$ cat config.mk
export PLATFORM = sky130hd
export DESIGN_NAME = tile_mover
export DESIGN_NICKNAME = d
export VERILOG_FILES = /design/src/rtl/tile_map_pkg.sv /design/src/rtl/switch_debounce.sv /design/src/rtl/tile_mover.sv
export SDC_FILE = /design/constraint.sdc
export NUM_CORES = 1
export LEC_CHECK = 0
export BUFFER_PORTS_ARGS = -buffer_cell sky130_fd_sc_hd__buf_2
export CAP_MARGIN = 40
export CELL_PAD_IN_SITES_DETAIL_PLACEMENT = 2
export CELL_PAD_IN_SITES_GLOBAL_PLACEMENT = 2
export CORE_MARGIN = 4
export CORE_UTILIZATION = 33
export DETAILED_ROUTE_END_ITERATION = 16
export GPL_ROUTABILITY_DRIVEN = 1
export PLACE_DENSITY_LB_ADDON = 0.1
export SYNTH_ARGS = -nofsm -noshare
export SYNTH_HDL_FRONTEND = slang
export SYNTH_HIERARCHICAL = 1
export SYNTH_SLANG_ARGS = --single-unit
$ cat constraint.sdc
create_clock -name i_Clk -period 2.7 [get_ports i_Clk]
set_clock_uncertainty 0.05 [all_clocks]
set_input_delay 0.54 -clock i_Clk [delete_from_list [all_inputs] [get_ports i_Clk]]
set_output_delay 0.54 -clock i_Clk [all_outputs]
set_load 0.05 [all_outputs]
$ cat src/rtl/tile_map_pkg.sv
// Shared tile-map definitions for the tile mover and the renderer:
// cell codes, default grid size, map word layout and the mover FSM encoding.
package tile_map_pkg;

    localparam logic [3:0] CELL_WALL   = 4'd0;
    localparam logic [3:0] CELL_FLOOR  = 4'd1;
    localparam logic [3:0] CELL_PLAYER = 4'd2;

    localparam int GRID_W_DEF    = 20;
    localparam int GRID_H_DEF    = 15;
    localparam int WORDS_PER_ROW = 5;

    localparam int ADDR_W = 11;
    localparam int DATA_W = 16;
    localparam int X_W    = 5;
    localparam int Y_W    = 4;
    localparam int CNT_W  = 7;

    localparam logic [CNT_W-1:0] MOVE_COUNT_MAX = 7'd99;

    typedef enum logic [3:0] {
        PL_RD,
        PL_CHK,
        PL_WR,
        IDLE,
        RD_NEW,
        CHK_NEW,
        WR_NEW,
        RD_OLD,
        CHK_OLD,
        WR_OLD
    } mover_state_t;

    // Four cells per word, so the word address is row*5 + column/4.
    function automatic logic [ADDR_W-1:0] cellAddr(input logic [X_W-1:0] x,
                                                   input logic [Y_W-1:0] y);
        logic [ADDR_W-1:0] rowBase;
        rowBase = {7'd0, y} * ADDR_W'(WORDS_PER_ROW);
        return rowBase + {8'd0, x[4:2]};
    endfunction

    function automatic logic [3:0] getNibble(input logic [DATA_W-1:0] word,
                                             input logic [1:0]        idx);
        return word[idx*4 +: 4];
    endfunction

    function automatic logic [DATA_W-1:0] setNibble(input logic [DATA_W-1:0] word,
                                                    input logic [1:0]        idx,
                                                    input logic [3:0]        val);
        logic [DATA_W-1:0] result;
        result = word;
        result[idx*4 +: 4] = val;
        return result;
    endfunction

endpackage

$ cat src/rtl/switch_debounce.sv
// Button conditioner: 2-flop synchronizer, optional stability filter and
// rising-edge detector producing a one-cycle press pulse.
// Build option: MOVER_DEBOUNCE_EN enables the DEBOUNCE_CYCLES stability filter;
// without it the press is taken straight from the synchronizer.
module switch_debounce
    import tile_map_pkg::*;
#(
    parameter int DEBOUNCE_CYCLES = 250000
)(
    input  logic i_Clk,
    input  logic i_Rst_L,
    input  logic i_Switch,
    output logic o_Press
);

    logic sync1_q;
    logic sync2_q;
    logic level;
    logic prev_q;

    // Bring the asynchronous button into the clock domain
    always_ff @(posedge i_Clk) begin
        if (!i_Rst_L) begin
            sync1_q <= 1'b0;
            sync2_q <= 1'b0;
        end else begin
            sync1_q <= i_Switch;
            sync2_q <= sync1_q;
        end
    end

`ifdef MOVER_DEBOUNCE_EN
    localparam int DB_W = $clog2(DEBOUNCE_CYCLES + 1);

    logic [DB_W-1:0] count_q;
    logic [DB_W-1:0] count_d;
    logic            stable_q;
    logic            stable_d;

    // Accept a new level only once it has differed from the accepted one long enough
    always_comb begin
        stable_d = stable_q;
        count_d  = '0;
        if (sync2_q != stable_q) begin
            if (count_q == DB_W'(DEBOUNCE_CYCLES - 1)) begin
                stable_d = sync2_q;
            end else begin
                count_d = count_q + 1'b1;
            end
        end
    end

    // Hold the filter state
    always_ff @(posedge i_Clk) begin
        if (!i_Rst_L) begin
            count_q  <= '0;
            stable_q <= 1'b0;
        end else begin
            count_q  <= count_d;
            stable_q <= stable_d;
        end
    end

    assign level = stable_q;
`else
    assign level = sync2_q;
`endif

    // Remember the previous conditioned level for edge detection
    always_ff @(posedge i_Clk) begin
        if (!i_Rst_L) begin
            prev_q <= 1'b0;
        end else begin
            prev_q <= level;
        end
    end

    assign o_Press = level & ~prev_q;

endmodule

$ cat src/rtl/tile_mover.sv
// Tile mover: moves a player marker around a nibble-packed tile map held in
// an external single-port BRAM, one cell per button press.
// Build option: MOVER_DEBOUNCE_EN adds button debouncing in switch_debounce.
module tile_mover
    import tile_map_pkg::*;
#(
    parameter int GRID_W          = GRID_W_DEF,
    parameter int GRID_H          = GRID_H_DEF,
    parameter int START_X         = 0,
    parameter int START_Y         = 0,
    parameter int DEBOUNCE_CYCLES = 250000
)(
    input  logic              i_Clk,
    input  logic              i_Rst_L,
    input  logic              i_Switch_1,
    input  logic              i_Switch_2,
    input  logic              i_Switch_3,
    input  logic              i_Switch_4,
    input  logic [DATA_W-1:0] i_Bram_RData,
    output logic [ADDR_W-1:0] o_Bram_Addr,
    output logic [DATA_W-1:0] o_Bram_WData,
    output logic              o_Bram_WE,
    output logic [X_W-1:0]    o_Player_X,
    output logic [Y_W-1:0]    o_Player_Y,
    output logic              o_Busy,
    output logic [CNT_W-1:0]  o_Move_Count
);

    localparam logic [X_W-1:0] START_X_L = X_W'(START_X);
    localparam logic [Y_W-1:0] START_Y_L = Y_W'(START_Y);

    logic pressUp;
    logic pressDown;
    logic pressLeft;
    logic pressRight;

    switch_debounce #(.DEBOUNCE_CYCLES(DEBOUNCE_CYCLES)) u_swUp (
        .i_Clk(i_Clk), .i_Rst_L(i_Rst_L), .i_Switch(i_Switch_1), .o_Press(pressUp)
    );
    switch_debounce #(.DEBOUNCE_CYCLES(DEBOUNCE_CYCLES)) u_swDown (
        .i_Clk(i_Clk), .i_Rst_L(i_Rst_L), .i_Switch(i_Switch_2), .o_Press(pressDown)
    );
    switch_debounce #(.DEBOUNCE_CYCLES(DEBOUNCE_CYCLES)) u_swLeft (
        .i_Clk(i_Clk), .i_Rst_L(i_Rst_L), .i_Switch(i_Switch_3), .o_Press(pressLeft)
    );
    switch_debounce #(.DEBOUNCE_CYCLES(DEBOUNCE_CYCLES)) u_swRight (
        .i_Clk(i_Clk), .i_Rst_L(i_Rst_L), .i_Switch(i_Switch_4), .o_Press(pressRight)
    );

    mover_state_t      state_q;
    mover_state_t      state_d;
    logic [X_W-1:0]    playerX_q;
    logic [X_W-1:0]    playerX_d;
    logic [Y_W-1:0]    playerY_q;
    logic [Y_W-1:0]    playerY_d;
    logic [X_W-1:0]    targetX_q;
    logic [X_W-1:0]    targetX_d;
    logic [Y_W-1:0]    targetY_q;
    logic [Y_W-1:0]    targetY_d;
    logic [DATA_W-1:0] wdata_q;
    logic [DATA_W-1:0] wdata_d;
    logic [CNT_W-1:0]  moveCount_q;
    logic [CNT_W-1:0]  moveCount_d;

    logic              moveValid;
    logic [X_W-1:0]    candX;
    logic [Y_W-1:0]    candY;

    // Pick the highest-priority press and decide whether its target is on the grid
    always_comb begin
        candX     = playerX_q;
        candY     = playerY_q;
        moveValid = 1'b0;
        if (pressUp) begin
            if (playerY_q != '0) begin
                candY     = playerY_q - 1'b1;
                moveValid = 1'b1;
            end
        end else if (pressDown) begin
            if (int'(playerY_q) < GRID_H - 1) begin
                candY     = playerY_q + 1'b1;
                moveValid = 1'b1;
            end
        end else if (pressLeft) begin
            if (playerX_q != '0) begin
                candX     = playerX_q - 1'b1;
                moveValid = 1'b1;
            end
        end else if (pressRight) begin
            if (int'(playerX_q) < GRID_W - 1) begin
                candX     = playerX_q + 1'b1;
                moveValid = 1'b1;
            end
        end
    end

    // State and datapath registers; reset parks the FSM ready to place the player
    always_ff @(posedge i_Clk) begin
        if (!i_Rst_L) begin
            state_q     <= PL_RD;
            playerX_q   <= START_X_L;
            playerY_q   <= START_Y_L;
            targetX_q   <= START_X_L;
            targetY_q   <= START_Y_L;
            wdata_q     <= '0;
            moveCount_q <= '0;
        end else begin
            state_q     <= state_d;
            playerX_q   <= playerX_d;
            playerY_q   <= playerY_d;
            targetX_q   <= targetX_d;
            targetY_q   <= targetY_d;
            wdata_q     <= wdata_d;
            moveCount_q <= moveCount_d;
        end
    end

    // Next-state sequencing; a wall in the target cell ends the move early
    always_comb begin
        state_d = state_q;
        unique case (state_q)
            PL_RD:   state_d = PL_CHK;
            PL_CHK:  state_d = PL_WR;
            PL_WR:   state_d = IDLE;
            IDLE:    if (moveValid) state_d = RD_NEW;
            RD_NEW:  state_d = CHK_NEW;
            CHK_NEW: state_d = (getNibble(i_Bram_RData, targetX_q[1:0]) == CELL_WALL)
                               ? IDLE : WR_NEW;
            WR_NEW:  state_d = RD_OLD;
            RD_OLD:  state_d = CHK_OLD;
            CHK_OLD: state_d = WR_OLD;
            WR_OLD:  state_d = IDLE;
            default: state_d = PL_RD;
        endcase
    end

    // Datapath updates: latch target, build the read-modify-write words, commit the move
    always_comb begin
        playerX_d   = playerX_q;
        playerY_d   = playerY_q;
        targetX_d   = targetX_q;
        targetY_d   = targetY_q;
        wdata_d     = wdata_q;
        moveCount_d = moveCount_q;
        case (state_q)
            PL_CHK:  wdata_d = setNibble(i_Bram_RData, START_X_L[1:0], CELL_PLAYER);
            IDLE: begin
                if (moveValid) begin
                    targetX_d = candX;
                    targetY_d = candY;
                end
            end
            CHK_NEW: wdata_d = setNibble(i_Bram_RData, targetX_q[1:0], CELL_PLAYER);
            CHK_OLD: wdata_d = setNibble(i_Bram_RData, playerX_q[1:0], CELL_FLOOR);
            WR_OLD: begin
                playerX_d   = targetX_q;
                playerY_d   = targetY_q;
                moveCount_d = (moveCount_q == MOVE_COUNT_MAX)
                              ? MOVE_COUNT_MAX : moveCount_q + 1'b1;
            end
            default: ;
        endcase
    end

    // BRAM port and status outputs; the address is forced to zero while in reset
    always_comb begin
        o_Bram_Addr = '0;
        o_Bram_WE   = 1'b0;
        if (i_Rst_L) begin
            case (state_q)
                PL_RD, PL_CHK, PL_WR:     o_Bram_Addr = cellAddr(START_X_L, START_Y_L);
                RD_NEW, CHK_NEW, WR_NEW:  o_Bram_Addr = cellAddr(targetX_q, targetY_q);
                RD_OLD, CHK_OLD, WR_OLD:  o_Bram_Addr = cellAddr(playerX_q, playerY_q);
                default:                  o_Bram_Addr = '0;
            endcase
            o_Bram_WE = (state_q == PL_WR) || (state_q == WR_NEW) || (state_q == WR_OLD);
        end
    end

    assign o_Bram_WData = wdata_q;
    assign o_Busy       = (state_q != IDLE);
    assign o_Player_X   = playerX_q;
    assign o_Player_Y   = playerY_q;
    assign o_Move_Count = moveCount_q;

endmodule

Word level (Yosys, flattened, before mapping)
Index checks and enable logic that the tools add are counted.
Word-level totals
  memories: 0
  ROM bits: 0
  output and inout port bits: 45
  input bits: 22
  logic and storage cells: 96
  latch bits: 0
  bits in registers: 57
  memory bits (writable): 0
Operators by class
  order comparisons: 2
  add/sub/neg operators: 9
  $mul: 2
  reductions and logical operators: 11
  muxes and demuxes: 28
  div/mod/pow operators: 0
  eq/ne operators: 12
  shift operators: 5
  bitwise operators: 8
Operators with widths (count)
  $neg 4->34: 2
  $shift 4x34->16 const A: 2
  $shiftx 4x34->16 const A: 2
  $pmux 16 s3: 1
  $pmux 4 s9: 1
  $bwmux 16: 2
  $mux 5: 6
  $mux 4: 5
  $add 7x3->8: 2
  $eq 4x3->1 const B: 4
  $pmux 8 s2: 1
  $shiftx 16x5->4: 1
  $mul 4x3->7 const B: 2
  $mux 1: 9
  $eq 4x2->1 const B: 2
  $eq 4x4->1 const B: 2
  $logic_not 4->1: 2
  $mux 8: 1
  $add 7x1->7 const B: 1
  $eq 7x7->1 const B: 1
  $mux 7: 1
  $reduce_or 3->1: 2
  $add 5x1->5 const B: 1
  $lt 5x5->1 const B: 1
  16 further kinds: 23

Longest topological paths before layout
Gate-level depths: netlist (run 1).
  depth after elaboration: 8
  mapped depth: 9
  mapped depth without buffers: 9

Modules after synthesis
Netlist (run 1), hierarchy kept.
Modules (own cells, without submodules)
  tile_mover: sequential area each 900.9 µm², cells each 395, area each 3135.5 µm², times used 1
  switch_debounce: sequential area each 60.1 µm², cells each 7, area each 92.6 µm², times used 4

Worst setup path before layout (run 1)
No wires, ideal clock.
  kind: flip-flop to output port
  start: register playerY_q[0] (netlist: o_Player_Y[0])
  end: output o_Bram_Addr[5]
  slack: -927 ps
  data required time: 2110 ps
  arrival time: 3037 ps
  stages on the path, launching flop included: 10
  buffers on the path: 0
  cell sequence: dfxtp_1 ha_1 ha_1 inv_1 fa_1 nor2b_1 o21a_1 or3_1 nand3_1 a21oi_1
Between the ends
  cells in the longest elaborated chain, start to end: 4
RTL lines
  start, declared: line tile_mover.sv:54  | logic [Y_W-1:0] playerY_q;
  start signal, assigned: line tile_mover.sv:110  | playerY_q <= playerY_d;
  $mul 4x3->7: line tile_map_pkg.sv:38  | rowBase = {7'd0, y} * ADDR_W'(WORDS_PER_ROW);
  $add 7x3->8: line tile_map_pkg.sv:39  | return rowBase + {8'd0, x[4:2]};
  $pmux 8 s2: line tile_mover.sv:170  | case (state_q)
  $mux 8: line tile_mover.sv:169  | if (i_Rst_L) begin
  end, declared: line tile_mover.sv:20  | output logic [ADDR_W-1:0] o_Bram_Addr,
No other way between the ends.

Worst setup path after layout (run 1)
  start: register targetY_q[1]
  end: output o_Bram_Addr[5]
Between the ends
  cells in the longest elaborated chain, start to end: 4
RTL lines
  start, declared: line tile_mover.sv:58  | logic [Y_W-1:0] targetY_q;
  start signal, assigned: line tile_mover.sv:112  | targetY_q <= targetY_d;
  $mul 4x3->7: line tile_map_pkg.sv:38
  $add 7x3->8: line tile_map_pkg.sv:39
  $pmux 8 s2: line tile_mover.sv:170
  $mux 8: line tile_mover.sv:169
No other way between the ends.

==> impl_metrics.prom, run 1 <==
# TYPE chip_impl_metric gauge
chip_impl_metric{name="critPathArrivalTime",unit="ns"} 2.53
chip_impl_metric{name="postSynth.asyncResetShare",unit="%"} 0
chip_impl_info{name="synth-main-ff-cell",value="sky130_fd_sc_hd__dfxtp_1"} 1
chip_impl_metric{name="cts.reportedPaths.clkPinSlew",unit="ns"} 0.07
chip_impl_metric{name="tightestPinTransition",unit="ns"} 0.8338
chip_impl_metric{name="drt_wl_total",unit="µm"} 12740
chip_impl_metric{name="yosysSeqAreaShare",unit="%"} 32.55
chip_impl_metric{name="switching_share",unit="%"} 30.44
chip_impl_metric{name="cts_buffers",unit=""} 9
chip_impl_info{name="ys_top_cells_by_area",value="sky130_fd_sc_hd__dfxtp_1 33%, sky130_fd_sc_hd__ha_1 11%, sky130_fd_sc_hd__a21oi_1 5.4%"} 1
chip_impl_metric{name="min_clock_period_post_route",unit="ns"} 3.124
chip_impl_metric{name="drive_above_1_share",unit="%"} 33.79
chip_impl_metric{name="fin_setup_tns",unit="ns"} -1.468
chip_impl_metric{name="slew-limit-headroom",unit="%"} 42.97
chip_impl_metric{name="post_layout_nets",unit=""} 565
chip_impl_metric{name="grtUsageTotal",unit="%"} 20.57
chip_impl_info{name="mostFrequentLayoutCell",value="sky130_fd_sc_hd__buf_2"} 1
chip_impl_metric{name="synth-seq-cells",unit=""} 57
chip_impl_info{name="rsz0062_at_grt",value="yes"} 1
chip_impl_metric{name="design.die.area",unit="µm²"} 12340
chip_impl_info{name="timing.hold.worst.start",value="i_Switch_4"} 1
chip_impl_metric{name="final_gp_congestion",unit=""} 0.7772
chip_impl_metric{name="netlist-cell-type-count",unit=""} 66
chip_impl_metric{name="detailedPlacementHpwl",unit="µm"} 9223
chip_impl_metric{name="regToRegSetupSlack",unit="ns"} 0.29
chip_impl_metric{name="layout-area-overhead-vs-synth",unit="%"} 32.48
chip_impl_metric{name="pwr_density_cell",unit="nW/µm²"} 420.4
chip_impl_metric{name="drtIter0Drc",unit=""} 143
chip_impl_metric{name="power_report.internal_total",unit="mW"} 1.358
chip_impl_metric{name="critical_path.max_fanout",unit=""} 2
chip_impl_metric{name="clock.fmax",unit="GHz"} 0.3201
chip_impl_metric{name="worst-endpoint-required",unit="ns"} 2.11
chip_impl_info{name="leading_area_contributor_after_synthesis",value="sky130_fd_sc_hd__dfxtp_1"} 1
chip_impl_info{name="cpMaxStageDelayCell",value="sky130_fd_sc_hd__fa_2"} 1
chip_impl_metric{name="antenna_found_initial",unit=""} 0
chip_impl_metric{name="fp.coreArea",unit="µm²"} 10320
chip_impl_metric{name="ys_warn_count",unit=""} 6
chip_impl_metric{name="synth-edff-count",unit=""} 0
chip_impl_info{name="path_delay_family",value="adder cells"} 1
chip_impl_metric{name="timing_max_transition_violations_final",unit=""} 0
chip_impl_metric{name="maxCapViolations",unit=""} 0
chip_impl_metric{name="power.net_switching",unit="µW"} 594.4
chip_impl_info{name="destination_of_the_worst_hold_path",value="u_swRight/sync1_q"} 1
chip_impl_info{name="clockRootBuffer",value="sky130_fd_sc_hd__clkbuf_8"} 1
chip_impl_metric{name="cell_area_placed",unit="µm²"} 4249
chip_impl_info{name="critical_path.startpoint_type",value="flip-flop"} 1
chip_impl_metric{name="critical_path.n_buffers_inverters",unit=""} 3
chip_impl_metric{name="grt_pass1_wl",unit="µm"} 20570
chip_impl_metric{name="std_cell_rows",unit=""} 37
chip_impl_info{name="hold_class",value="input port to flip-flop"} 1
chip_impl_metric{name="post_route_standard_cell_area_excluding_fillers",unit="µm²"} 4644
chip_impl_metric{name="combinationalPowerShare",unit="%"} 13.7
chip_impl_metric{name="hold-path-cell-count",unit=""} 2
chip_impl_metric{name="boundaryPins",unit=""} 67
chip_impl_metric{name="place_worst_setup_slack",unit="ns"} -0.2204
chip_impl_metric{name="synth.avg_cell_area",unit="µm²"} 8.288
chip_impl_metric{name="antenna_cells",unit=""} 0
chip_impl_info{name="failed_checks",value="negative setup slack"} 1
chip_impl_metric{name="cts-root-to-sink-buffers",unit=""} 2
chip_impl_metric{name="crit_path_max_incr_delay",unit="ns"} 0.38
chip_impl_metric{name="synth.cell_area",unit="µm²"} 3506
chip_impl_info{name="final_cell_mix",value="55 x sky130_fd_sc_hd__buf_2, 43 x sky130_fd_sc_hd__dfxtp_1, 38 x sky130_fd_sc_hd__nand2_1"} 1
chip_impl_metric{name="floorplan.die.width",unit="µm"} 111.1
chip_impl_metric{name="effective_utilization_at_floorplan",unit="%"} 33.96
chip_impl_info{name="worstSetupEndpointType",value="primary output"} 1
chip_impl_info{name="cp_cell_sequence",value="buf_6, ha_4, ha_4, inv_2, fa_2, nor2b_1, o21a_1, nor3_2, nand3b_1, a21oi_4, buf_6"} 1
chip_impl_info{name="worst_r2r_end",value="targetY_q[3]"} 1
chip_impl_metric{name="synth_cells",unit=""} 423
chip_impl_info{name="critical_path_class",value="flip-flop to primary output"} 1
chip_impl_info{name="outcome",value="finished, violations left"} 1
chip_impl_metric{name="tritoncts_num_sinks",unit=""} 57
chip_impl_info{name="cts_tree",value="yes"} 1
chip_impl_info{name="critPathLaunch",value="targetY_q[1]"} 1
chip_impl_metric{name="fin_ws",unit="ns"} -0.4239
chip_impl_metric{name="route.vias.total",unit=""} 3540
chip_impl_metric{name="placed_cells",unit=""} 633
chip_impl_metric{name="post-route-drc-count",unit=""} 0
chip_impl_metric{name="seq_power_share",unit="%"} 45.2
chip_impl_metric{name="worst_ir_drop_vdd",unit="mV"} 0.2150
chip_impl_metric{name="ant_nets",unit=""} 0
chip_impl_metric{name="report.final.setup_viol",unit=""} 5
chip_impl_metric{name="clock_latency_on_the_worst_skew_pair",unit="ns"} 0.35
chip_impl_metric{name="cts_hold_buf",unit=""} 0
chip_impl_metric{name="period_utilization_post_route",unit="%"} 115.7
chip_impl_metric{name="buffer_ports.inserted",unit=""} 62
chip_impl_metric{name="drtPass1Iterations",unit=""} 4
chip_impl_metric{name="ff2ff_path_depth",unit=""} 8
chip_impl_metric{name="grt_overflow",unit=""} 0
chip_impl_metric{name="synth_top_cell_area_share",unit="%"} 32.55
chip_impl_metric{name="p_leak",unit="nW"} 1.934
chip_impl_metric{name="grt_pass1_vias",unit=""} 3896
chip_impl_metric{name="wl_per_cell",unit="µm"} 19.58
chip_impl_metric{name="die_height",unit="µm"} 111.1
chip_impl_metric{name="clock_tree.htree_level_count",unit=""} 3
chip_impl_metric{name="whs",unit="ns"} 0.3517
chip_impl_metric{name="grt_start_max_net_pins",unit=""} 33
chip_impl_metric{name="routed_via_density",unit=""} 5.438
chip_impl_metric{name="stdcell_count",unit=""} 651
chip_impl_metric{name="power.clock.fraction",unit="%"} 41.2
chip_impl_metric{name="finalHoldViolations",unit=""} 0
chip_impl_info{name="rr_startpoint",value="o_Player_Y[1]"} 1
## flip-flops by register name, indices dropped and copies added (netlist names), 4 cells and up
| signal | flops |
|---|---|
| o_Bram_WData | 16 |
| o_Player_X | 5 |
| targetX_q | 5 |
| o_Move_Count | 7 |
| o_Player_Y | 4 |
| state_q | 4 |
| targetY_q | 4 |
## logic make-up (layout without fill, tap and decap cells)
kind of cell	count (synthesis)	in the layout	synth area share, %
and+or+nand+nor	169	169	26.62
adders and majority gates	33	33	12.21
muxes	1	1	0.2855
DFF	57	57	32.55
other	1	4	0.1070
AOI/OAI and AO/OA	113	113	21.02
xor gates and xnor gates	7	7	1.749
buffers and inverters	42	131	5.460
## per-stage QoR
step	util, %	total power, mW
after floorplan	-	1.078
after global placement	41.16	1.151
after detailed placement	41.16	1.161
after CTS	44.48	1.975
after global routing	44.99	2.047
final	44.99	1.952
## power groups by stage
| stage | Clock (mW) | Combinational (mW) | Sequential, mW |
|---|---|---|---|
| after floorplan | 0 | 0.129 | 0.950 |
| after global placement | 0 | 0.254 | 0.898 |
| after detailed placement | 0 | 0.261 | 0.900 |
| after CTS | 0.829 | 0.265 | 0.881 |
| after global routing | 0.874 | 0.289 | 0.885 |
| final | 0.804 | 0.267 | 0.882 |
## how the worst max path moves through the flow
stage                     cells past startpoint  slack, ns        endpoint
after floorplan                               9      -0.04  o_Bram_Addr[5]
after global placement                       10      -0.13  o_Bram_Addr[5]
after detailed placement                     10      -0.22  o_Bram_Addr[5]
after CTS                                    10      -0.39  o_Bram_Addr[5]
after global routing                          9      -0.53  o_Bram_Addr[6]
final                                        11      -0.42  o_Bram_Addr[5]
## metal layers
metal	GRT usage (%)	up-vias	wire length [µm]
li1	-	1682	-
met1	25.78	1791	5825
met2	36.89	56	6424
met3	3.766	11	377
met4	4.136	0	115
met5	0	-	0
## worst register-to-register path, stage by stage (launching register included)
cell and delay [ns]:
sky130_fd_sc_hd__dfxtp_4 0.38, sky130_fd_sc_hd__buf_4 0.16, sky130_fd_sc_hd__inv_1 0.08, sky130_fd_sc_hd__ha_1 0.24, sky130_fd_sc_hd__and4bb_2 0.29, sky130_fd_sc_hd__a2111oi_2 0.51, sky130_fd_sc_hd__o31ai_2 0.17, sky130_fd_sc_hd__a221o_1 0.29
sky130_fd_sc_hd__a21oi_1 0.17
## synthesized netlist by cell type (all sizes together) (6+ instances only)
master,number
inv,17
and2,14
or3,7
nor3,7
a21oi,38
ha,31
nand2b,12
nor2b,9
nand4,6
clkbuf,14
o21ai,22
dfxtp,57
nand2,38
nor2,38
nand3,10
a22oi,10
buf,11
## repair_timing
item / 4_1_cts / 5_1_grt
cloned: 0 / 0
setup endpoints to repair: 7 / 11
gates resized for setup: 29 / 13
setup buffers: 2 / 0
pin swaps: 10 / 2
## final cells by class
type                       count  area, µm²
clock buffer                  11      162.7
clock inverter                 5      37.54
fill                        1167       5679
inverter                      17      63.81
multi-input combinational    327       2425
sequential                    57       1169
tap                          136      170.2
timing repair buffer          98      616.8
(Power assumes the default switching activity.)
==> run 2, diff against run 1 <==
--- a/config.mk
+++ b/config.mk
@@ -14,6 +14,7 @@
 export DETAILED_ROUTE_END_ITERATION = 16
 export GPL_ROUTABILITY_DRIVEN = 1
 export PLACE_DENSITY_LB_ADDON = 0.1
+export SETUP_SLACK_MARGIN = 0.2
 export SYNTH_ARGS = -nofsm -noshare
 export SYNTH_HDL_FRONTEND = slang
 export SYNTH_HIERARCHICAL = 1
==> run 2 against run 1 <==
The flow still finishes with violations (negative setup slack). Worst setup slack got worse by 0.030 ns. Cell count grew 1.8%. Critical path depth did not move. Die area unchanged. Count of clock-buffer cells in the layout is 2 lower. Maximum frequency down 0.94%. Register-to-register slack got worse by 0.05 ns. Sequential share of layout area shrank 1.0 points. Non-clock buffer count is 12 higher. Total power is 2.0% lower. Critical path type unchanged.
==> impl_metrics.prom, run 2 (synthesis results as in run 1) <==
# TYPE chip_impl_metric gauge
chip_impl_info{name="outcome",value="finished, violations left"} 1
chip_impl_info{name="failed_checks",value="negative setup slack"} 1
chip_impl_metric{name="min_clock_period_post_route",unit="ns"} 3.154
chip_impl_metric{name="p_leak",unit="nW"} 2.014
chip_impl_metric{name="routed_via_density",unit=""} 5.448
chip_impl_metric{name="grtUsageTotal",unit="%"} 21.44
chip_impl_metric{name="hold-path-cell-count",unit=""} 2
chip_impl_info{name="worstSetupEndpointType",value="primary output"} 1
chip_impl_metric{name="layout-area-overhead-vs-synth",unit="%"} 38.54
chip_impl_metric{name="tightestPinTransition",unit="ns"} 0.7412
chip_impl_info{name="destination_of_the_worst_hold_path",value="u_swRight/sync1_q"} 1
chip_impl_metric{name="design.die.area",unit="µm²"} 12340
chip_impl_metric{name="drive_above_1_share",unit="%"} 37.95
chip_impl_metric{name="grt_pass1_wl",unit="µm"} 21470
chip_impl_metric{name="regToRegSetupSlack",unit="ns"} 0.24
chip_impl_metric{name="ant_nets",unit=""} 0
chip_impl_metric{name="critical_path.n_buffers_inverters",unit=""} 3
chip_impl_metric{name="cell_area_placed",unit="µm²"} 4280
chip_impl_metric{name="tritoncts_num_sinks",unit=""} 57
chip_impl_metric{name="boundaryPins",unit=""} 67
chip_impl_metric{name="critical_path.max_fanout",unit=""} 3
chip_impl_metric{name="place_worst_setup_slack",unit="ns"} -0.2442
chip_impl_metric{name="period_utilization_post_route",unit="%"} 116.8
chip_impl_metric{name="std_cell_rows",unit=""} 37
chip_impl_metric{name="post_layout_nets",unit=""} 577
chip_impl_metric{name="antenna_found_initial",unit=""} 0
chip_impl_metric{name="drt_wl_total",unit="µm"} 13500
chip_impl_metric{name="drtIter0Drc",unit=""} 141
chip_impl_metric{name="clock_tree.htree_level_count",unit=""} 3
chip_impl_info{name="critical_path_class",value="flip-flop to primary output"} 1
chip_impl_info{name="mostFrequentLayoutCell",value="sky130_fd_sc_hd__buf_2"} 1
chip_impl_info{name="final_cell_mix",value="55 x sky130_fd_sc_hd__buf_2, 46 x sky130_fd_sc_hd__buf_4, 43 x sky130_fd_sc_hd__dfxtp_1"} 1
chip_impl_metric{name="crit_path_max_incr_delay",unit="ns"} 0.41
chip_impl_metric{name="fin_ws",unit="ns"} -0.4536
chip_impl_metric{name="timing_max_transition_violations_final",unit=""} 0
chip_impl_metric{name="clock_latency_on_the_worst_skew_pair",unit="ns"} 0.35
chip_impl_metric{name="grt_start_max_net_pins",unit=""} 26
chip_impl_metric{name="floorplan.die.width",unit="µm"} 111.1
chip_impl_metric{name="cts_hold_buf",unit=""} 0
chip_impl_metric{name="cts-root-to-sink-buffers",unit=""} 2
chip_impl_metric{name="wl_per_cell",unit="µm"} 20.37
chip_impl_metric{name="grt_overflow",unit=""} 0
chip_impl_metric{name="buffer_ports.inserted",unit=""} 62
chip_impl_info{name="worst_r2r_end",value="targetY_q[0]"} 1
chip_impl_metric{name="slew-limit-headroom",unit="%"} 50.06
chip_impl_info{name="cts_tree",value="yes"} 1
chip_impl_metric{name="fp.coreArea",unit="µm²"} 10320
chip_impl_metric{name="detailedPlacementHpwl",unit="µm"} 9139
chip_impl_info{name="hold_class",value="input port to flip-flop"} 1
chip_impl_metric{name="largest_reg_flops",unit=""} 16
chip_impl_metric{name="grt_pass1_vias",unit=""} 3942
chip_impl_metric{name="post_route_standard_cell_area_excluding_fillers",unit="µm²"} 4857
chip_impl_metric{name="clock.fmax",unit="GHz"} 0.3171
chip_impl_metric{name="maxCapViolations",unit=""} 0
chip_impl_metric{name="route.vias.total",unit=""} 3612
chip_impl_metric{name="worst-endpoint-required",unit="ns"} 2.11
chip_impl_info{name="cpMaxStageDelayCell",value="sky130_fd_sc_hd__fa_2"} 1
chip_impl_metric{name="cts.reportedPaths.clkPinSlew",unit="ns"} 0.08
chip_impl_metric{name="antenna_cells",unit=""} 0
chip_impl_info{name="cp_cell_sequence",value="buf_6, ha_4, ha_4, inv_2, fa_2, nor2b_2, o21a_1, nor3_1, nand3b_1, a21oi_4, buf_6"} 1
chip_impl_metric{name="post-route-drc-count",unit=""} 0
chip_impl_metric{name="ff2ff_path_depth",unit=""} 11
chip_impl_info{name="timing.hold.worst.start",value="i_Switch_4"} 1
chip_impl_metric{name="fin_setup_tns",unit="ns"} -1.552
chip_impl_metric{name="critPathArrivalTime",unit="ns"} 2.56
chip_impl_info{name="path_delay_family",value="adder cells"} 1
chip_impl_metric{name="report.final.setup_viol",unit=""} 5
chip_impl_metric{name="cts_buffers",unit=""} 9
chip_impl_metric{name="finalHoldViolations",unit=""} 0
chip_impl_metric{name="die_height",unit="µm"} 111.1
chip_impl_info{name="clockRootBuffer",value="sky130_fd_sc_hd__clkbuf_8"} 1
chip_impl_metric{name="effective_utilization_at_floorplan",unit="%"} 33.96
chip_impl_metric{name="final-seq-area",unit="µm²"} 1174
chip_impl_info{name="critPathLaunch",value="targetY_q[1]"} 1
chip_impl_metric{name="pwr_density_cell",unit="nW/µm²"} 393.8
chip_impl_metric{name="drtPass1Iterations",unit=""} 4
chip_impl_metric{name="multi_input_comb_area",unit="µm²"} 2549
chip_impl_metric{name="worst_ir_drop_vdd",unit="mV"} 0.2258
chip_impl_info{name="critical_path.startpoint_type",value="flip-flop"} 1
chip_impl_info{name="rsz0062_at_grt",value="yes"} 1
chip_impl_metric{name="final_gp_congestion",unit=""} 0.7923
chip_impl_metric{name="whs",unit="ns"} 0.3351
chip_impl_info{name="rr_startpoint",value="o_Player_Y[1]"} 1
chip_impl_metric{name="fill_cells",unit=""} 1139
==> run 2: worst max path at each step <==
stage,end,slack [ns],cells past startpoint
after floorplan,o_Bram_Addr[5],-0.04,9
after global placement,o_Bram_Addr[5],-0.12,10
after detailed placement,o_Bram_Addr[5],-0.24,10
after CTS,o_Bram_Addr[5],-0.45,10
after global routing,o_Bram_Addr[5],-0.51,11
final,o_Bram_Addr[5],-0.45,11
==> run 2: final cells by class <==
type	instances	area share (%)
flip-flops and latches	57	24.16
multi-input cells	327	52.47
clock buffers	9	2.550
inverters	17	1.314
clock inverters	7	1.133
well taps	136	3.503
repair buffers	110	14.86
==> run 2: worst reg2reg max path, cell delays in order (launching register included) <==
cell and delay (ns):
sky130_fd_sc_hd__dfxtp_4 0.38, sky130_fd_sc_hd__buf_4 0.12, sky130_fd_sc_hd__buf_4 0.15, sky130_fd_sc_hd__inv_2 0.07
sky130_fd_sc_hd__ha_4 0.17, sky130_fd_sc_hd__and4bb_2 0.28, sky130_fd_sc_hd__a2111oi_4 0.33, sky130_fd_sc_hd__buf_4 0.20
sky130_fd_sc_hd__buf_4 0.11, sky130_fd_sc_hd__o31a_4 0.17, sky130_fd_sc_hd__nor2_1 0.07, sky130_fd_sc_hd__a211oi_1 0.26
==> run 2: metrics by stage <==
stage                     instances  power, mW  util (%)
after floorplan                 426      1.079         -
after global placement          635      1.153     41.46
after detailed placement        635      1.162     41.46
after CTS                       653      1.910     45.09
after global routing            663      1.998     47.05
final                           663      1.913     47.05
==> run 2: per-layer routing <==
layer	part of all wire (%)	vias up	global-route usage, %	routed length [µm]
met5	0	-	0	0
met4	1.7	0	5.272	225
met3	2.9	17	3.275	396
met2	50	63	38.35	6779
met1	45	1820	26.98	6101
li1	-	1712	-	-
==> run 2: timing repair <==
action / CTS / global route
pin swaps: 12 / 11
setup endpoints to repair: 7 / 17
gates resized for setup: 37 / 27
setup buffers: 2 / 10
==> run 2: power by group <==
group / internal, mW / switching (mW) / total, mW
Clock: 0.338 / 0.411 / 0.750
Combinational: 0.0876 / 0.196 / 0.283
Sequential: 0.862 / 0.0178 / 0.880
==> run 3, diff against run 2 <==
==> constraint.sdc (replaced) <==
create_clock -name i_Clk -period 3.1 [get_ports i_Clk]
set_clock_uncertainty 0.05 [all_clocks]
set_input_delay 0.62 -clock i_Clk [delete_from_list [all_inputs] [get_ports i_Clk]]
set_output_delay 0.62 -clock i_Clk [all_outputs]
set_load 0.05 [all_outputs]
==> run 3 against run 2 <==
Combinational power down 18%. First-iteration DRC count increased by 16%. Total power is 11% lower. The flow still finishes with violations (negative setup slack). Non-clock buffer count decreased by 21. Sequential power shrank 13%. Register-to-register slack gained 0.31 ns. Sequential share of layout area increased by 1.0 points. Count of clock-buffer cells in the layout rose by 1.
==> impl_metrics.prom, run 3 (synthesis results as in run 1) <==
# TYPE chip_impl_metric gauge
chip_impl_info{name="outcome",value="finished, violations left"} 1
chip_impl_info{name="failed_checks",value="negative setup slack"} 1
chip_impl_metric{name="period_utilization_post_route",unit="%"} 105.7
chip_impl_metric{name="design.die.area",unit="µm²"} 12340
chip_impl_metric{name="post_layout_nets",unit=""} 556
chip_impl_metric{name="clock.fmax",unit="GHz"} 0.3053
chip_impl_metric{name="min_clock_period_post_route",unit="ns"} 3.276
chip_impl_info{name="cp_cell_sequence",value="ha_4, ha_4, inv_2, fa_2, nor2b_2, o21a_1, nor3_2, nand3b_1, a21oi_4, buf_6"} 1
chip_impl_metric{name="slew-limit-headroom",unit="%"} 47.23
chip_impl_metric{name="routed_via_density",unit=""} 5.496
chip_impl_metric{name="pwr_density_cell",unit="nW/µm²"} 368.7
chip_impl_metric{name="fin_ws",unit="ns"} -0.1756
chip_impl_metric{name="cts-root-to-sink-buffers",unit=""} 2
chip_impl_info{name="highest_layer",value="met4"} 1
chip_impl_metric{name="post-route-drc-count",unit=""} 0
chip_impl_info{name="worstSetupEndpointType",value="primary output"} 1
chip_impl_metric{name="wl_met1",unit="µm"} 5883
chip_impl_metric{name="tightestPinTransition",unit="ns"} 0.7716
chip_impl_info{name="critical-path-top-cell-by-count",value="sky130_fd_sc_hd__ha_4"} 1
chip_impl_metric{name="drive_above_1_share",unit="%"} 32.48
chip_impl_metric{name="worst-endpoint-required",unit="ns"} 2.43
chip_impl_metric{name="finalHoldViolations",unit=""} 0
chip_impl_metric{name="largest_reg_flops",unit=""} 16
chip_impl_info{name="final_cell_mix",value="57 x sky130_fd_sc_hd__buf_2, 48 x sky130_fd_sc_hd__dfxtp_1, 38 x sky130_fd_sc_hd__nand2_1"} 1
chip_impl_metric{name="antenna_cells",unit=""} 0
chip_impl_metric{name="grt_start_max_net_pins",unit=""} 33
chip_impl_metric{name="cts_buffers",unit=""} 9
chip_impl_metric{name="antenna_found_initial",unit=""} 0
chip_impl_metric{name="grt_pass1_vias",unit=""} 3886
chip_impl_metric{name="report.final.setup_viol",unit=""} 3
chip_impl_metric{name="route.vias.total",unit=""} 3523
chip_impl_metric{name="clock_tree.htree_level_count",unit=""} 3
chip_impl_metric{name="timing_max_transition_violations_final",unit=""} 0
chip_impl_metric{name="tritoncts_num_sinks",unit=""} 57
chip_impl_metric{name="floorplan.die.width",unit="µm"} 111.1
chip_impl_metric{name="crit_path_max_incr_delay",unit="ns"} 0.42
chip_impl_metric{name="p_leak",unit="nW"} 1.924
chip_impl_metric{name="maxCapViolations",unit=""} 0
chip_impl_metric{name="boundaryPins",unit=""} 67
chip_impl_metric{name="worst_ir_drop_vdd",unit="mV"} 0.1873
chip_impl_metric{name="final_gp_congestion",unit=""} 0.7747
chip_impl_metric{name="met2RoutedLength",unit="µm"} 6598
chip_impl_metric{name="layout-area-overhead-vs-synth",unit="%"} 32.16
chip_impl_metric{name="buffer_ports.inserted",unit=""} 62
chip_impl_metric{name="critPathArrivalTime",unit="ns"} 2.61
chip_impl_metric{name="grt_pass1_wl",unit="µm"} 19880
chip_impl_metric{name="std_cell_rows",unit=""} 37
chip_impl_metric{name="critical_path.max_fanout",unit=""} 3
chip_impl_metric{name="met3_length",unit="µm"} 377
chip_impl_metric{name="clock_latency_on_the_worst_skew_pair",unit="ns"} 0.35
chip_impl_metric{name="whs",unit="ns"} 0.3829
chip_impl_metric{name="wl_per_cell",unit="µm"} 20.59
chip_impl_metric{name="grtUsageTotal",unit="%"} 19.80
chip_impl_info{name="cpMaxStageDelayCell",value="sky130_fd_sc_hd__fa_2"} 1
chip_impl_info{name="mostFrequentLayoutCell",value="sky130_fd_sc_hd__buf_2"} 1
chip_impl_metric{name="effective_utilization_at_floorplan",unit="%"} 33.96
chip_impl_metric{name="place_worst_setup_slack",unit="ns"} 0.03583
chip_impl_metric{name="detailedPlacementHpwl",unit="µm"} 8807
chip_impl_metric{name="ant_nets",unit=""} 0
chip_impl_metric{name="fp.coreArea",unit="µm²"} 10320
chip_impl_info{name="hold_class",value="flip-flop to flip-flop"} 1
chip_impl_metric{name="drtPass1Iterations",unit=""} 4
chip_impl_info{name="rsz0062_at_grt",value="yes"} 1
chip_impl_info{name="cts_tree",value="yes"} 1
chip_impl_info{name="clockRootBuffer",value="sky130_fd_sc_hd__clkbuf_8"} 1
chip_impl_metric{name="cts.reportedPaths.clkPinSlew",unit="ns"} 0.07
chip_impl_metric{name="grt_overflow",unit=""} 0
chip_impl_metric{name="drt_wl_total",unit="µm"} 13200
chip_impl_info{name="critical_path.startpoint_type",value="flip-flop"} 1
chip_impl_info{name="critical_path_class",value="flip-flop to primary output"} 1
chip_impl_metric{name="die_height",unit="µm"} 111.1
chip_impl_metric{name="drtIter0Drc",unit=""} 163
[run 3: cell types whose count changed in the layout (fill, tap and decap cells not counted), sizes merged]
cell      before  now
bufinv         0    1
clkbuf         9   10
clkinv         4    3
inv           18   17
clkinvlp       2    1
buf          110   89
[run 3: cell type report]
class                           instances  area, µm²
Sequential cell                        57       1167
Clock buffer                           10      137.6
Inverter                               17      63.81
Clock inverter                          5      56.30
Timing Repair Buffer                   89      555.5
Tap cell                              136      170.2
Multi-Input combinational cell        327       2482
Fill cell                            1156       5690
[run 3: final timing paths]
kind,depth (start not counted),slack (ns),to,start
setup / recovery,10,-0.18,o_Bram_Addr[5],targetY_q[0]
hold / removal,1,0.38,u_swDown/level,u_swDown/sync1_q
hold reg to reg,1,0.38,u_swDown/level,u_swDown/sync1_q
setup reg to reg,8,0.55,targetY_q[3],o_Player_Y[1]
[run 3: metal layers]
layer	GRT usage, %	vias up
met2	35.28	68
li1	-	1677
met1	24.92	1756
met4	5.191	0
met5	0	-
met3	3.002	22
[run 3: metrics by stage]
step / std cells / power, mW / util (%) / setup TNS, ns / cell area (µm²)
floorplan: 426 / 0.9392 / - / 0 / 3581
global placement: 618 / 1.002 / 39.49 / 0 / 4076
detailed placement: 619 / 1.008 / 39.56 / 0 / 4084
CTS: 638 / 1.725 / 43.49 / -0.1611 / 4489
global route: 641 / 1.787 / 44.88 / -0.7047 / 4633
finish: 641 / 1.708 / 44.88 / -0.3423 / 4633
[run 3: critical path, delay by kind of cell, from the launching register on]
family / cells / cell delay (ns)
adders and majority gates: 3 / 0.94
and+or+nand+nor: 3 / 0.40
DFF: 1 / 0.36
AOI/OAI and AO/OA: 2 / 0.33
buffers and inverters: 2 / 0.22
[run 3: where the power goes]
part	internal [mW]	total [mW]	switching, mW
sequential	0.751	0.763	0.0125
combinational	0.0687	0.231	0.162
clock	0.387	0.714	0.328
[run 3: repair_timing]
item                       in CTS  in global routing
gates resized for setup        33                 21
pin swaps                      12                  9
hold buffers                    0                  0
setup buffers                   4                  3
setup endpoints to repair       5                  5
cloned                          0                  0
